### src/rtl/pcie_status_writeback.sv
`timescale 1ns/1ps
// ---------------------------------------------------------------------------
// pcie_status_writeback
//
// Config/status writeback engine for the PCIe control path. Each of NUM_SRC
// request sources raises a pending flag. Servicing a source means:
//    1. wait for the data path to release egress, take a ping-pong FIFO half,
//    2. copy min(REG_COUNT, fifo size) status words into that FIFO half,
//    3. issue one MWr32 to the host status address,
//    4. strobe an MSI tagged with the source index.
// A SEND that never finishes is aborted after TIMEOUT cycles. The source is
// then re-queued and no interrupt is raised for that attempt.
//
// Ports
//    clk, rst              clock, asynchronous active-high reset
//    i_cmd_rst_stb         in-band synchronous reset (same effect as rst)
//    i_req_stb             per-source request strobes, bit 0 highest priority
//    i_reg_data            flattened status words, word k = [32k+31:32k]
//    i_status_addr         host status buffer address
//    i_data_sm_idle        data path is not using egress
//    i_fifo_rdy/o_fifo_act ping-pong FIFO write ready / activate
//    i_fifo_size           ping-pong FIFO write size
//    o_fifo_stb/o_fifo_data ping-pong FIFO write strobe / data
//    o_cntrl_fifo_select   1 = egress reads the control FIFO
//    o_egress_*            egress TLP request (enable, command, address, count)
//    i_egress_finished     egress TLP done pulse
//    o_interrupt_stb/msi   one-cycle MSI request, value {0, source}
//    o_timeout_stb         one-cycle pulse on SEND abort
//    o_pending, o_busy     pending flags, engine not idle
// ---------------------------------------------------------------------------
module pcie_status_writeback #(
   parameter int unsigned REG_COUNT = 8,
   parameter int unsigned NUM_SRC   = 4,
   parameter int unsigned TIMEOUT   = 1024
) (
   input  logic                      clk,
   input  logic                      rst,
   input  logic                      i_cmd_rst_stb,
   input  logic [NUM_SRC-1:0]        i_req_stb,
   input  logic [32*REG_COUNT-1:0]   i_reg_data,
   input  logic [31:0]               i_status_addr,
   input  logic                      i_data_sm_idle,
   input  logic [1:0]                i_fifo_rdy,
   output logic [1:0]                o_fifo_act,
   input  logic [23:0]               i_fifo_size,
   output logic                      o_fifo_stb,
   output logic [31:0]               o_fifo_data,
   output logic                      o_cntrl_fifo_select,
   output logic                      o_egress_enable,
   input  logic                      i_egress_finished,
   output logic [7:0]                o_egress_tlp_command,
   output logic [31:0]               o_egress_tlp_address,
   output logic [9:0]                o_egress_dword_count,
   output logic                      o_interrupt_stb,
   output logic [7:0]                o_interrupt_msi_value,
   output logic                      o_timeout_stb,
   output logic [NUM_SRC-1:0]        o_pending,
   output logic                      o_busy
);

   localparam logic [7:0]  PCIE_MWR_32B = 8'h40;
   localparam int unsigned CNT_W = $clog2(REG_COUNT + 1);
   localparam int unsigned SRC_W = (NUM_SRC > 1) ? $clog2(NUM_SRC) : 1;
   localparam int unsigned TMR_W = $clog2(TIMEOUT);
   localparam int unsigned WORDS = 2 ** CNT_W;

   typedef enum logic [2:0] {
      ST_IDLE,
      ST_WAIT_IDLE,
      ST_LOAD,
      ST_SEND,
      ST_INT
   } state_t;

   state_t             state_q, state_d;
   logic [NUM_SRC-1:0] pend_q, pend_d;
   logic [SRC_W-1:0]   src_q, src_d;
   logic [CNT_W-1:0]   cnt_q, cnt_d;
   logic [CNT_W-1:0]   len_q, len_d;
   logic [TMR_W-1:0]   tmr_q, tmr_d;
   logic [1:0]         act_q, act_d;
   logic               stb_q, stb_d;
   logic [31:0]        data_q, data_d;
   logic               sel_q, sel_d;
   logic               en_q, en_d;
   logic [7:0]         cmd_q, cmd_d;
   logic [31:0]        addr_q, addr_d;
   logic [9:0]         dcount_q, dcount_d;
   logic               int_stb_q, int_stb_d;
   logic [7:0]         msi_q, msi_d;
   logic               tmo_q, tmo_d;
   logic               busy_q, busy_d;

   logic [NUM_SRC-1:0] grant_mask;
   logic [SRC_W-1:0]   grant_idx;
   logic [NUM_SRC-1:0] src_mask;
   logic [NUM_SRC-1:0] pend_set;
   logic [NUM_SRC-1:0] pend_clr;

   // Word table padded to a power of two so the load counter indexes it
   // directly; padding entries are never reached because len <= REG_COUNT.
   logic [31:0] words [WORDS];

   for (genvar gk = 0; gk < WORDS; gk++) begin : g_word
      if (gk < REG_COUNT) begin : g_used
         assign words[gk] = i_reg_data[32*gk +: 32];
      end else begin : g_pad
         assign words[gk] = '0;
      end
   end

   // Lowest set pending bit wins; grant_mask isolates it as a one-hot.
   always_comb begin
      grant_mask = pend_q & (~pend_q + NUM_SRC'(1));
      grant_idx  = '0;
      src_mask   = '0;
      for (int unsigned i = 0; i < NUM_SRC; i++) begin
         if (grant_mask[i]) begin
            grant_idx = SRC_W'(i);
         end
         src_mask[i] = (src_q == SRC_W'(i));
      end
   end

   always_comb begin
      state_d   = state_q;
      src_d     = src_q;
      cnt_d     = cnt_q;
      len_d     = len_q;
      tmr_d     = tmr_q;
      act_d     = act_q;
      data_d    = data_q;
      sel_d     = sel_q;
      en_d      = en_q;
      cmd_d     = cmd_q;
      addr_d    = addr_q;
      dcount_d  = dcount_q;
      msi_d     = msi_q;
      stb_d     = 1'b0;
      int_stb_d = 1'b0;
      tmo_d     = 1'b0;
      pend_set  = i_req_stb;
      pend_clr  = '0;

      case (state_q)
         ST_IDLE: begin
            if (|pend_q) begin
               src_d    = grant_idx;
               pend_clr = grant_mask;
               state_d  = ST_WAIT_IDLE;
            end
         end

         ST_WAIT_IDLE: begin
            if (i_data_sm_idle) begin
               sel_d = 1'b1;
               if ((i_fifo_rdy != 2'b00) && (act_q == 2'b00)) begin
                  act_d  = i_fifo_rdy[0] ? 2'b01 : 2'b10;
                  addr_d = i_status_addr;
                  len_d  = (i_fifo_size < 24'(REG_COUNT)) ?
                           i_fifo_size[CNT_W-1:0] : CNT_W'(REG_COUNT);
                  cnt_d  = '0;
                  state_d = ST_LOAD;
               end
            end
         end

         ST_LOAD: begin
            if (cnt_q != len_q) begin
               stb_d  = 1'b1;
               data_d = words[cnt_q];
               cnt_d  = cnt_q + CNT_W'(1);
            end else begin
               // Release cycle: FIFO half handed over, egress request raised.
               act_d    = 2'b00;
               en_d     = 1'b1;
               cmd_d    = PCIE_MWR_32B;
               dcount_d = 10'(len_q);
               tmr_d    = '0;
               state_d  = ST_SEND;
            end
         end

         ST_SEND: begin
            if (i_egress_finished) begin
               en_d      = 1'b0;
               cmd_d     = '0;
               int_stb_d = 1'b1;
               msi_d     = 8'(src_q);
               state_d   = ST_INT;
            end else if (tmr_q == TMR_W'(TIMEOUT - 1)) begin
               // Abort: requeue the source so it is retried from IDLE.
               en_d     = 1'b0;
               cmd_d    = '0;
               tmo_d    = 1'b1;
               sel_d    = 1'b0;
               pend_set = pend_set | src_mask;
               state_d  = ST_IDLE;
            end else begin
               tmr_d = tmr_q + TMR_W'(1);
            end
         end

         ST_INT: begin
            sel_d   = 1'b0;
            state_d = ST_IDLE;
         end

         default: begin
            state_d = ST_IDLE;
         end
      endcase

      // Clear before set so a request landing on its own grant is kept.
      pend_d = (pend_q & ~pend_clr) | pend_set;
      busy_d = (state_d != ST_IDLE);

      if (i_cmd_rst_stb) begin
         state_d   = ST_IDLE;
         pend_d    = '0;
         src_d     = '0;
         cnt_d     = '0;
         len_d     = '0;
         tmr_d     = '0;
         act_d     = '0;
         stb_d     = 1'b0;
         data_d    = '0;
         sel_d     = 1'b0;
         en_d      = 1'b0;
         cmd_d     = '0;
         addr_d    = '0;
         dcount_d  = '0;
         int_stb_d = 1'b0;
         msi_d     = '0;
         tmo_d     = 1'b0;
         busy_d    = 1'b0;
      end
   end

   always_ff @(posedge clk or posedge rst) begin
      if (rst) begin
         state_q   <= ST_IDLE;
         pend_q    <= '0;
         src_q     <= '0;
         cnt_q     <= '0;
         len_q     <= '0;
         tmr_q     <= '0;
         act_q     <= '0;
         stb_q     <= 1'b0;
         data_q    <= '0;
         sel_q     <= 1'b0;
         en_q      <= 1'b0;
         cmd_q     <= '0;
         addr_q    <= '0;
         dcount_q  <= '0;
         int_stb_q <= 1'b0;
         msi_q     <= '0;
         tmo_q     <= 1'b0;
         busy_q    <= 1'b0;
      end else begin
         state_q   <= state_d;
         pend_q    <= pend_d;
         src_q     <= src_d;
         cnt_q     <= cnt_d;
         len_q     <= len_d;
         tmr_q     <= tmr_d;
         act_q     <= act_d;
         stb_q     <= stb_d;
         data_q    <= data_d;
         sel_q     <= sel_d;
         en_q      <= en_d;
         cmd_q     <= cmd_d;
         addr_q    <= addr_d;
         dcount_q  <= dcount_d;
         int_stb_q <= int_stb_d;
         msi_q     <= msi_d;
         tmo_q     <= tmo_d;
         busy_q    <= busy_d;
      end
   end

   assign o_fifo_act            = act_q;
   assign o_fifo_stb            = stb_q;
   assign o_fifo_data           = data_q;
   assign o_cntrl_fifo_select   = sel_q;
   assign o_egress_enable       = en_q;
   assign o_egress_tlp_command  = cmd_q;
   assign o_egress_tlp_address  = addr_q;
   assign o_egress_dword_count  = dcount_q;
   assign o_interrupt_stb       = int_stb_q;
   assign o_interrupt_msi_value = msi_q;
   assign o_timeout_stb         = tmo_q;
   assign o_pending             = pend_q;
   assign o_busy                = busy_q;

endmodule
### config.mk
export PLATFORM = sky130hd
export DESIGN_NAME = pcie_status_writeback
export DESIGN_NICKNAME = d
export VERILOG_FILES = /design/src/rtl/pcie_status_writeback.sv
export SDC_FILE = /design/constraint.sdc
export NUM_CORES = 1
export LEC_CHECK = 0
export ABC_CLOCK_PERIOD_IN_PS = 3480
export CAP_MARGIN = 0
export CORE_AREA = 2 2 165 167
export CTS_CLUSTER_SIZE = 40
export DETAILED_ROUTE_END_ITERATION = 10
export DIE_AREA = 0 0 167 169
export PLACE_DENSITY = 0.69
export SETUP_SLACK_MARGIN = 0.15
export SLEW_MARGIN = 20
export SYNTH_ARGS = -nofsm -noshare
export SYNTH_HDL_FRONTEND = slang
export SYNTH_SLANG_ARGS = --single-unit
### constraint.sdc
create_clock -name clk -period 3.48 [get_ports clk]
set_input_delay 0.348 -clock clk [delete_from_list [all_inputs] [get_ports clk]]
set_output_delay 0.348 -clock clk [all_outputs]
set_load 0.005 [all_outputs]
======== Word-level counts from Yosys, hierarchy flattened ========
Cells that the tools add are included.
Widths: inputs -> output; s select.
cells by class
  bitwise gates (word level) .............. 7
  add/sub/neg operators ................... 3
  equal/unequal tests ..................... 18
  muxes and demuxes ....................... 82
  reduce and logical (&&, ||, !) cells .... 29
  $lt $le $gt $ge ......................... 2
operators with widths
  kind                   count
  $mux 32                9
  $bmux 32 s4            1
  $mux 10                7
  $mux 4                 15
  $mux 8                 7
  $lt 24x4->1 const B    1
  $mux 3                 7
  $ne 3x3->1 const B     7
  $mux 2                 10
  $pmux 10 s2            1
  $reduce_bool 2->1      10
  $mux 1                 19
  $pmux 8 s2             1
  $reduce_and 4->1       4
  $pmux 3 s4             1
  $add 10x1->10 const B  1
  $eq 10x10->1 const B   1
  $reduce_bool 3->1      3
  $add 4x1->4 const B    2
  $and 4x4->4            2
  $not 4->4              2
  $or 4x4->4             2
  $pmux 4 s2             1
  $reduce_and 2->1       4
  other kinds (19)       23
storage, ports and cells
  output and inout bits ................... 102
  bits in registers ....................... 125
  word-level logic and storage cells ...... 159
  input bits .............................. 323

======== Depth between registers and ports, before layout ========
Gate-level depths: netlist of the first run.
  depth in word-level cells ............... 9
  depth in mapped cells ................... 7

======== Worst setup path before layout of the first run ========
OpenSTA, ideal clock, no wires.
  path kind ............................... flip-flop to flip-flop
  start ................................... register cnt_q[0]
  end ..................................... register data_q[10], in the netlist o_fifo_data[10]
  cell stages (with the launch flop) ...... 7
  arrival ................................. 1.663 ns
  data required time ...................... 3.357 ns
  setup time .............................. 0.123 ns
  slack ................................... 1.694 ns
  period minus slack after synthesis ...... 1.786 ns
  cell sequence ........................... dfrtp_1 buf_2 buf_4 buf_2 mux4_2 mux2i_1 o2bb2ai_1
between the ends
  cells in the longest elaborated chain, start to end .. 7
  elaborated cells on any way between the ends .. 10
RTL lines
  item                                         RTL line  RTL
  from (decl)                                  78        logic [CNT_W-1:0] cnt_q, cnt_d;
  from (signal assigned)                       264       cnt_q <= cnt_d;
  $not 4->5 (not written as such)              171       data_d = words[cnt_q];
  $bmux 32 s4                                  171
  $mux 32 (not written as such) (2 in series)  171
  $mux 32                                      169       if (cnt_q != len_q) begin
  $mux 32                                      145       case (state_q)
  $mux 32                                      218       if (i_cmd_rst_stb) begin
  to (signal assigned)                         269       data_q <= data_d;
  to (decl)                                    83        logic [31:0] data_q, data_d;
Several ways; a longest one is shown, not always the timed one. The select of a mux whose other input is x is not followed.
A chain may end at the register's enable or synchronous reset.

======== Worst setup path after layout of the first run ========
  start ................................... register cnt_q[1]
  end ..................................... register data_q[0], in the netlist o_fifo_data[0]
The elaborated chain is that of the path after synthesis.

==> results of run 1 <==
## final cells by class
| class | count | share of cell area [%] |
|---|---|---|
| Inverter | 8 | 0.297 |
| Sequential cell | 105 | 24.1 |
| Multi-Input combinational cell | 338 | 31.3 |
| Timing Repair Buffer | 414 | 37.7 |
| Clock buffer | 9 | 2.06 |
| Antenna cell | 2 | 0.0457 |
| Tap cell | 341 | 3.89 |
| Clock inverter | 6 | 0.582 |
## Yosys cell counts (5+ instances only)
library cell,number
dfrtp_1,105
mux4_2,64
a21oi_1,16
nand2b_1,5
clkbuf_1,11
a22o_1,39
buf_4,23
buf_2,20
nor4_1,7
xnor2_1,8
nor3_1,5
mux2i_1,35
inv_1,8
nand3_1,8
o2bb2ai_1,32
o21ai_0,6
nor2_1,25
nand2_1,19
## report_power, final
part	internal, W	switching [W]
logic	0.000804	0.000462
registers	0.00127	0.0000459
clock network	0.000503	0.000511
total	0.00257	0.00102
## worst max-delay path, cell delays in order (launching register included)
cell and delay (ns):
dfrtp_4 0.65, xor2_1 0.23, nor4_4 0.53, nor3_4 0.10
nand2b_2 0.54, o2bb2ai_1 0.17
## registers in the layout, indices dropped and copies added, names as in the netlist, 3 cells and up
name,flops
cnt_q,4
len_q,4
o_egress_dword_count,4
o_egress_tlp_address,32
o_fifo_data,32
o_pending,4
state_q,3
tmr_q,10
## layout by cell type, fill, tap and decap left out, types with 3 or more instances in the layout
| cell type | instances |
|---|---|
| or3_1 | 3 |
| inv_1 | 7 |
| nor3_1 | 5 |
| mux4_2 | 64 |
| buf_4 | 8 |
| a22o_1 | 39 |
| nor2_1 | 25 |
| conb_1 | 19 |
| nand2b_1 | 4 |
| o21ai_0 | 6 |
| nand3_1 | 8 |
| nor4_1 | 7 |
| o2bb2ai_1 | 32 |
| dfrtp_1 | 102 |
| a21oi_1 | 15 |
| xnor2_1 | 8 |
| clkbuf_16 | 9 |
| mux2i_1 | 35 |
| xor2_1 | 4 |
| o22ai_1 | 4 |
| clkdlybuf4s50_1 | 405 |
| nand2_1 | 19 |
| nand4_1 | 4 |
## cells by family (layout without fill, tap and decap cells)
kind of cell	Yosys count	count (layout)	share of synthesized area, %
buffers and inverters	68	437	6.11
XOR/XNOR	12	12	1.65
AND/OR/NAND/NOR	95	95	8.67
adder cells (fa/ha/maj)	2	2	0.393
flip-flops	105	105	41.3
other	1	21	0.0589
multiplexers	99	99	28.1
AO/OA/AOI/OAI	111	111	13.7
## how the worst max path moves through the flow
stage | startpoint | to | slack, ns
after floorplan | rst | cnt_q[0] | 0.37
after global placement | i_data_sm_idle | len_q[1] | 1.04
after detailed placement | i_data_sm_idle | len_q[0] | 0.97
after CTS | cnt_q[1] | o_fifo_data[0] | 1.0
after global routing | cnt_q[1] | o_fifo_data[17] | 0.85
final | cnt_q[1] | o_fifo_data[0] | 1.06
## stage by stage
stage | cell area [µm²] | hold WS (ns) | utilization [%] | worst slack (ns)
2_1_floorplan | 6430 | 0.471 | - | 0.371
3_3_place_gp | 10700 | 0.471 | 40.2 | 1.04
3_5_place_dp | 10700 | 0.473 | 40.2 | 0.970
4_1_cts | 11000 | 0.495 | 41.3 | 0.996
5_1_grt | 11000 | 0.499 | 41.3 | 0.849
6_report | 11000 | 0.463 | 41.3 | 1.06
## routing by layer
| layer | routed length (µm) | up-vias | global-route usage [%] |
|---|---|---|---|
| li1 | - | 2678 | - |
| met2 | 12900 | 307 | 29.7 |
| met3 | 2010 | 12 | 4.21 |
| met5 | 0 | - | 0 |
| met4 | 283 | 0 | 4.46 |
| met1 | 10600 | 2952 | 22.4 |
==> key figures, run 1 <==
Synth
  • Synth top area cells: dfrtp_1, mux4_2, mux2i_1
  • #FFs+latches synth: 105
  • Synthesized area per cell: 12.9 µm²
  • Top FF cell, synth: dfrtp_1
  • Number of synthesized flops with an enable pin: 0
  • Post-synth ARST share: 100%
  • Ys Warns: 0
  • Share of the synthesized area in the top cell type: between 40% and 50%
  • Leading area contributor after synthesis: dfrtp_1
  • Netlist cell types: 53
  • Post-synthesis cell count: roughly 500
  • Sequential share of the synthesized area: 41.3%
  • Post-synthesis cell area: between 0.006 and 0.007 mm²

Finish
  • Final Non-Filler Cells: ~1.2k
  • Fill cells: 2527
  • Area growth syn-to-layout: 72.1%
  • Register area: between 0.002 and 0.003 mm²
  • Multi-input gate area: 0.00343 mm²
  • Layout Nets: 1201
  • Share of cells above drive strength 1: 12.3%

Setup path
  • Arr. time, crit path: between 2 and 3 ns
  • Critical Setup Path Class: reg2reg
  • WP data required: 3.68 ns
  • Crit-path max FO: 32
  • Reg2reg end: o_fifo_data[0]
  • Reg2reg setup slack: between 1 and 1.5 ns
  • R2R depth: 5
  • CP Capture Type: flop
  • R2R Path Start: cnt_q[1]
  • Crit start category: flop

Detailed routing
  • Final wirelength: 25.8 mm
  • DR DRC count: 0
  • Via count: a little under 6k
  • Vias/cell: 4.86
  • Initial DRC count: 327
  • Detailed Routing Iterations Pass 1: 5
  • DR WL/cell: 21.1 µm
  • Post-route ant nets: 0

Hold path
  • Worst min path class: in2async

Clock network
  • CTS Buf Count: 9
  • CTS resizes: 0
  • Cts hold-fix bufs: 0
  • Skew-Pair Late Insertion Delay: approximately 0.35 ns
  • CTS tree: done
  • Worst-path clk slew: 0.08 ns
  • # clock sinks: 105
  • Clk root buf: clkbuf_16
  • Max Buffers Root-to-Sink: 2
  • Setup bufs post-CTS: 0
  • H-Tree Level Count: 3

Global route
  • Vias in the first global route: 5973
  • Overflow after GRT: 0
  • Initial antenna violation count: 2
  • Total track usage: 17.5%
  • Pin count of the biggest net entering global routing: 69
  • Global-route wire length before repair: roughly 37 mm

Run
  • Max-Cap Viols: 0

Pwr
  • Worst vdd ir: 0.000233 V
  • Total power: around 0.0036 W
  • P_leak: 4.13 nW
  • Power per cell area: 328 mW/mm²

Floorplanning
  • Initial core utilization: 24.0%
  • Core region area: 0.0265 mm²
  • Die Wd: 167 µm
  • Die ar.: 0.0282 mm²
  • Floorplan row count: 60
  • # IOs: 425
  • Die height: 169 µm

Placement
  • Buffers added on ports: 405
  • GPL Wtd Cong: between 0.8 and 0.9
  • Hpwl dp: 20.4 mm
  • Inst Count DP: around 1.2k

STA
  • Slew headroom: 35.9%
  • Unrepaired setup endpoints after global routing: no
  • Fin crit period: approximately 2.4 ns
  • Max Fclk: ~0.41 GHz
  • Final setup fails: 0
  • Fraction of the cycle the final worst path needs: 69.5%
  • Fin. Hold Viols: 0
  • Final setup TNS: 0 ns
  • Final Max Tran Viols: 0
  • Clock Skew: a little over 0.01 ns
  • Worst-Margin Slew: roughly 0.96 ns

Run status
  • Status: finished clean
Note: power is estimated with default switching activity, not from simulation.
==> run 2, diff against run 1 <==
ABC_CLOCK_PERIOD_IN_PS = 2160   (was 3480)
PLACE_DENSITY = 0.71   (was 0.69)
clock period = 2.16 ns   (was 3.48 ns; I/O delays follow)
==> run 2 against run 1 <==
Flip-flop and latch count unchanged. Highest routed layer is now met5. Sequential power up 62%. Setup slack worse by 0.82 ns. Global-route usage up 0.76 points. Non-clock buffer count up 17. Wire length up 2.9%. Power up 68%.
==> key figures, run 2 (synthesis results as in run 1) <==
Setup path
  • WP data required: 2.39 ns (-1.29 ns)
  • Max stage delay on crit path: 0.45 ns (-0.20 ns)
  • Reg2reg setup slack: 0.24 ns (-0.82 ns)
  • Critical-path top delay cell: dfrtp_1
  • R2R depth: 5 (unchanged)
  • Most frequent cell on the critical path: or3_1
  • Crit start category: flop
  • Reg2reg end: o_busy
  • Critical Setup Path Class: reg2reg
  • Arr. time, crit path: 2.15 ns (-0.47 ns)
  • Crit-path max FO: 6 (-81%)
  • Crit path cell chain: ha_4 -> nand3_1 -> or3_1 -> o221a_2 -> or3_1
  • CP Capture Type: flop
  • R2R Path Start: tmr_q[0]

Placement
  • Buffers added on ports: 405 (unchanged)
  • Hpwl dp: 20.9 mm (+2.8%)
  • Post-DP Area: 0.0109 mm² (+2.0%)
  • Inst Count DP: 1222 (+1.3%)
  • GPL Wtd Cong: 0.809 (-3.7%)

STA
  • Fin crit period: 1.92 ns (-0.502 ns)
  • Final Max Tran Viols: 0 (unchanged)
  • Worst-Margin Slew: 0.993 ns (+0.0337 ns)
  • Clock Skew: 0.00998 ns (-0.000234 ns)
  • Final setup fails: 0 (unchanged)
  • Unrepaired setup endpoints after global routing: yes
  • Max Fclk: 0.522 GHz (+26%)
  • Fraction of the cycle the final worst path needs: 88.7% (+19 points)
  • Fin. Hold Viols: 0 (unchanged)
  • Slew headroom: 33.7% (-2.2 points)
  • Hold WS: 0.304 ns (-0.158 ns)

Floorplanning
  • # IOs: 425 (unchanged)
  • Core region area: 0.0265 mm² (unchanged)
  • Floorplan row count: 60 (unchanged)
  • Die Wd: 167 µm (unchanged)
  • Die height: 169 µm (unchanged)
  • Initial core utilization: 24.0% (unchanged)
  • Die ar.: 0.0282 mm² (unchanged)

Run
  • Max-Cap Viols: 0 (unchanged)

Detailed routing
  • DR WL/cell: 21.4 µm (+1.5%)
  • DR DRC count: 0 (unchanged)
  • Vias/cell: 4.83 (-0.76%)
  • Post-route ant nets: 0 (unchanged)
  • Final wirelength: 26.5 mm (+2.9%)
  • Initial DRC count: 356 (+8.9%)
  • Detailed Routing Iterations Pass 1: 4 (-1)
  • Via count: 5986 (+0.62%)

Hold path
  • Worst min path class: in2async

Pwr
  • Worst vdd ir: 0.000376 V (+61%)
  • Power per cell area: 539 mW/mm² (+64%)
  • P_leak: 4.25 nW (+2.9%)

Clock network
  • CTS Buf Count: 9 (unchanged)
  • Skew-Pair Late Insertion Delay: 0.36 ns (about the same)
  • Clk root buf: clkbuf_16
  • Max Buffers Root-to-Sink: 2 (unchanged)
  • CTS tree: done
  • Worst-path clk slew: 0.09 ns (about the same)
  • # clock sinks: 105 (unchanged)
  • H-Tree Level Count: 3 (unchanged)

Global route
  • Total track usage: 18.2% (+0.76 points)
  • Pin count of the biggest net entering global routing: 68 (-1.4%)
  • Vias in the first global route: 6282 (+5.2%)
  • Global-route wire length before repair: 39.0 mm (+4.5%)
  • Initial antenna violation count: 6 (+4)
  • Overflow after GRT: 0 (unchanged)

Finish
  • Most used cells in the layout excluding fill and tap cells: clkdlybuf4s50_1, dfrtp_1, mux4_2
  • Final Non-Filler Cells: 1240 (+1.4%)
  • Fill cells: 2496 (-1.2%)
  • Area growth syn-to-layout: 76.3%
  • Share of cells above drive strength 1: 14.3% (+2.0 points)
  • Commonest non-fill, non-tap cell in the layout: clkdlybuf4s50_1
  • Final Cell Area: 0.0112 mm² (+2.4%)
  • Layout Nets: 1218 (+1.4%)

Run status
  • Status: finished clean
## run 2: timing repair
item	in CTS	in global routing
gates resized for setup	0	4
buffers inserted	0	1
endpoints found under the setup margin	0	43
hold buffers	0	0
## run 2: stage by stage
step	worst slack [ns]	TNS (ns)	utilization (%)	power (W)
after floorplan	0.374	0	-	0.00331
after global placement	0.0330	0	41.0	0.00433
after detailed placement	-0.0152	-0.0152	41.0	0.00434
after CTS	0.177	0	42.2	0.00616
after global routing	0.0652	0	42.4	0.00640
final	0.245	0	42.4	0.00605
## run 2: worst max-delay path: cells and delay by family (launching register included)
kind | cells | cell delay [ns]
DFF | 1 | 0.45
and+or+nand+nor | 3 | 0.88
adders and majority gates | 1 | 0.19
AOI/OAI and AO/OA | 1 | 0.27
## run 2: worst max path at each step
stage / startpoint / slack, ns / end
floorplan: cnt_q[0] / 0.37 / o_fifo_data[10]
global route: state_q[1] / 0.07 / cnt_q[0]
detailed placement: i_fifo_rdy[0] / -0.02 / o_fifo_act[1]
global placement: i_fifo_rdy[0] / 0.03 / o_fifo_act[1]
finish: tmr_q[0] / 0.24 / o_busy
CTS: tmr_q[0] / 0.18 / o_busy
## run 2: per-layer routing
layer	share of wire, %	wire [µm]	vias up	track usage (%)
met5	0.10	27	-	0
met3	8.1	2140	20	5.00
met2	48	12800	308	30.3
met1	42	11200	2943	24.0
li1	-	-	2711	-
met4	1.1	298	4	3.56
## run 2: where the power goes
| part | leakage (nW) | switching (W) | internal, W | total [W] |
|---|---|---|---|---|
| clock network | 0.154 | 0.000925 | 0.000846 | 0.00177 |
| registers | 1.44 | 0.0000746 | 0.00204 | 0.00212 |
| logic | 2.65 | 0.000771 | 0.00139 | 0.00216 |
## run 2: layout make-up
class / count / area, µm² / share of cell area (%)
Clock buffer: 9 / 225 / 2.01
Timing Repair Buffer: 431 / 4350 / 38.8
Multi-Input combinational cell: 338 / 3450 / 30.8
Inverter: 8 / 33.8 / 0.301
Sequential cell: 105 / 2640 / 23.5
Clock inverter: 7 / 93.8 / 0.836
Tap cell: 341 / 427 / 3.80
Antenna cell: 1 / 2.50 / 0.0223
==> run 3, diff against run 2 <==
--- a/config.mk
+++ b/config.mk
@@ -13,5 +13,5 @@
 export DIE_AREA = 0 0 167 169
 export PLACE_DENSITY = 0.71
-export SETUP_SLACK_MARGIN = 0.15
+export SETUP_SLACK_MARGIN = 0.3
 export SLEW_MARGIN = 20
 export SYNTH_ARGS = -nofsm -noshare
==> constraint.sdc (replaced) <==
create_clock -name clk -period 2.16 [get_ports clk]
set_input_delay 0.216 -clock clk [delete_from_list [all_inputs] [get_ports clk]]
set_output_delay 0.216 -clock clk [all_outputs]
set_load 0.01 [all_outputs]
==> run 3 against run 2 <==
Fmax is 3.7% higher. Setup slack better by 0.069 ns. First-iteration DRC count is 4.8% higher. Highest routed layer unchanged. Die area stayed put. Clock-buffer cell count stayed put. Sequential share of layout area is 1.2 points lower. Non-clock buffer count is 21 higher. Sequential power hardly changed. Wire length is 7.7% higher.
==> key figures, run 3 (synthesis results as in run 1) <==
Run status
  • Status: finished clean

Clock network
  • Max Buffers Root-to-Sink: 2 (unchanged)
  • CTS tree: done
  • Skew-Pair Late Insertion Delay: 0.36 ns (about the same)
  • CTS Buf Count: 9 (unchanged)
  • Worst-path clk slew: 0.09 ns (about the same)
  • H-Tree Level Count: 3 (unchanged)
  • Cts hold-fix bufs: 0 (unchanged)
  • Clk root buf: clkbuf_16
  • # clock sinks: 105 (unchanged)

STA
  • Final Max Tran Viols: 0 (unchanged)
  • Unrepaired setup endpoints after global routing: yes
  • Final worst slack: 0.314 ns (+0.0687 ns)
  • Slew headroom: 48.6% (+15 points)
  • Hold WS: 0.302 ns (-0.00197 ns)
  • Max Fclk: 0.542 GHz (+3.7%)
  • Clock Skew: 0.0121 ns (+0.00210 ns)
  • Fraction of the cycle the final worst path needs: 85.5% (-3.2 points)
  • Fin. Hold Viols: 0 (unchanged)
  • Final setup fails: 0 (unchanged)
  • Fin crit period: 1.85 ns (-0.0687 ns)
  • Worst-Margin Slew: 0.770 ns (-0.222 ns)

Finish
  • Final Cell Area: 0.0118 mm² (+5.6%)
  • Layout Nets: 1240 (+1.8%)
  • Fill cells: 2440 (-2.2%)
  • Commonest non-fill, non-tap cell in the layout: clkdlybuf4s50_1
  • Multi-input gate area: 0.00377 mm² (+9.2%)
  • Area growth syn-to-layout: 86.1%
  • Final Non-Filler Cells: 1263 (+1.9%)
  • Share of cells above drive strength 1: 19.7% (+5.4 points)
  • Register area: 0.00264 mm² (about the same)
  • Most used cells in the layout excluding fill and tap cells: clkdlybuf4s50_1, dfrtp_1, mux4_2

Global route
  • Vias in the first global route: 6335 (+0.84%)
  • Global-route wire length before repair: 39.5 mm (+1.3%)
  • Initial antenna violation count: 6 (unchanged)
  • Total track usage: 18.5% (+0.25 points)
  • Overflow after GRT: 0 (unchanged)
  • Pin count of the biggest net entering global routing: 68 (unchanged)

Setup path
  • Critical Setup Path Class: reg2reg
  • Crit start category: flop
  • R2R Path Start: cnt_q[0]
  • WP data required: 2.42 ns (+0.03 ns)
  • CP Capture Type: flop
  • CP Launch Point: cnt_q[0]
  • Arr. time, crit path: 2.11 ns (-0.04 ns)
  • Crit-path max FO: 4 (-2)

Placement
  • Inst Count DP: 1222 (unchanged)
  • Buffers added on ports: 405 (unchanged)
  • Placement Setup Slack: -0.0152 ns (unchanged)
  • Post-DP Area: 0.0109 mm² (unchanged)
  • Hpwl dp: 20.9 mm (unchanged)
  • GPL Wtd Cong: 0.809 (unchanged)

Detailed routing
  • Detailed Routing Iterations Pass 1: 4 (unchanged)
  • DR DRC count: 0 (unchanged)
  • Vias/cell: 4.91 (+1.7%)
  • Initial DRC count: 373 (+4.8%)
  • DR WL/cell: 22.6 µm (+5.8%)
  • Final wirelength: 28.6 mm (+7.7%)
  • Via count: 6200 (+3.6%)
  • Post-route ant nets: 0 (unchanged)

Floorplanning
  • Floorplan row count: 60 (unchanged)
  • # IOs: 425 (unchanged)
  • Die Wd: 167 µm (unchanged)
  • Die height: 169 µm (unchanged)
  • Die ar.: 0.0282 mm² (unchanged)
  • Core region area: 0.0265 mm² (unchanged)
  • Initial core utilization: 24.0% (unchanged)

Hold path
  • Worst min path class: in2async

Pwr
  • Worst vdd ir: 0.000380 V (+1.2%)
  • Power per cell area: 543 mW/mm² (+0.67%)
  • P_leak: 4.49 nW (+5.6%)

Run
  • Max-Cap Viols: 0 (unchanged)
run 3: area by class of cell:
type	instances	area share, %
repair buffers	452	39.3
multi-input cells	339	31.8
flip-flops and latches	105	22.3
well taps	341	3.60
clock buffers	9	1.90
clock inverters	7	0.792
inverters	8	0.285
diodes	2	0.0422
run 3: critical path, stage by stage (launching register included):
cell and delay, ns:
dfrtp_4 0.53, xor2_4 0.17, nor4_4 0.28, buf_6 0.17, buf_6 0.10, nor3_4 0.04
buf_4 0.16, a21oi_1 0.14, o21ba_2 0.17
run 3: timing repair:
item / 4_1_cts / 5_1_grt
pin swaps: 3 / 12
gates resized for setup: 6 / 55
cloned: 1 / 7
setup buffers: 3 / 12
setup endpoints to repair: 46 / 73
run 3: metrics by stage:
| stage | power (W) | util, % | TNS [ns] |
|---|---|---|---|
| 3_3_place_gp | 0.00436 | 41.0 | 0 |
| 6_report | 0.00643 | 44.7 | 0 |
| 5_1_grt | 0.00679 | 44.7 | 0 |
| 3_5_place_dp | 0.00437 | 41.0 | -0.0152 |
| 2_1_floorplan | 0.00334 | - | 0 |
| 4_1_cts | 0.00621 | 42.5 | 0 |
run 3: power by group:
group	internal [W]	total, W	switching, W
clock	0.000846	0.00176	0.000917
combinational	0.00161	0.00254	0.000939
sequential	0.00204	0.00212	0.0000792
total	0.00449	0.00643	0.00194
run 3: worst paths after layout:
kind / endpoint / slack, ns / depth (start not counted)
min: o_fifo_data[20] / 0.30 / 2
max: o_fifo_act[1] / 0.31 / 8
max reg2reg: o_fifo_act[1] / 0.31 / 8
min reg2reg: o_fifo_data[8] / 0.50 / 1
max in group asynchronous: o_egress_tlp_address[6] / 1.24 / 3
min in group clk: o_egress_tlp_address[21] / 0.44 / 2
run 3: per-layer routing:
layer | up-vias | track usage [%] | part of all wire (%)
met5 | - | 0 | 0.094
met4 | 4 | 3.60 | 1.1
met3 | 22 | 5.10 | 8.2
met2 | 323 | 30.9 | 49
met1 | 3093 | 24.2 | 41
li1 | 2758 | - | -
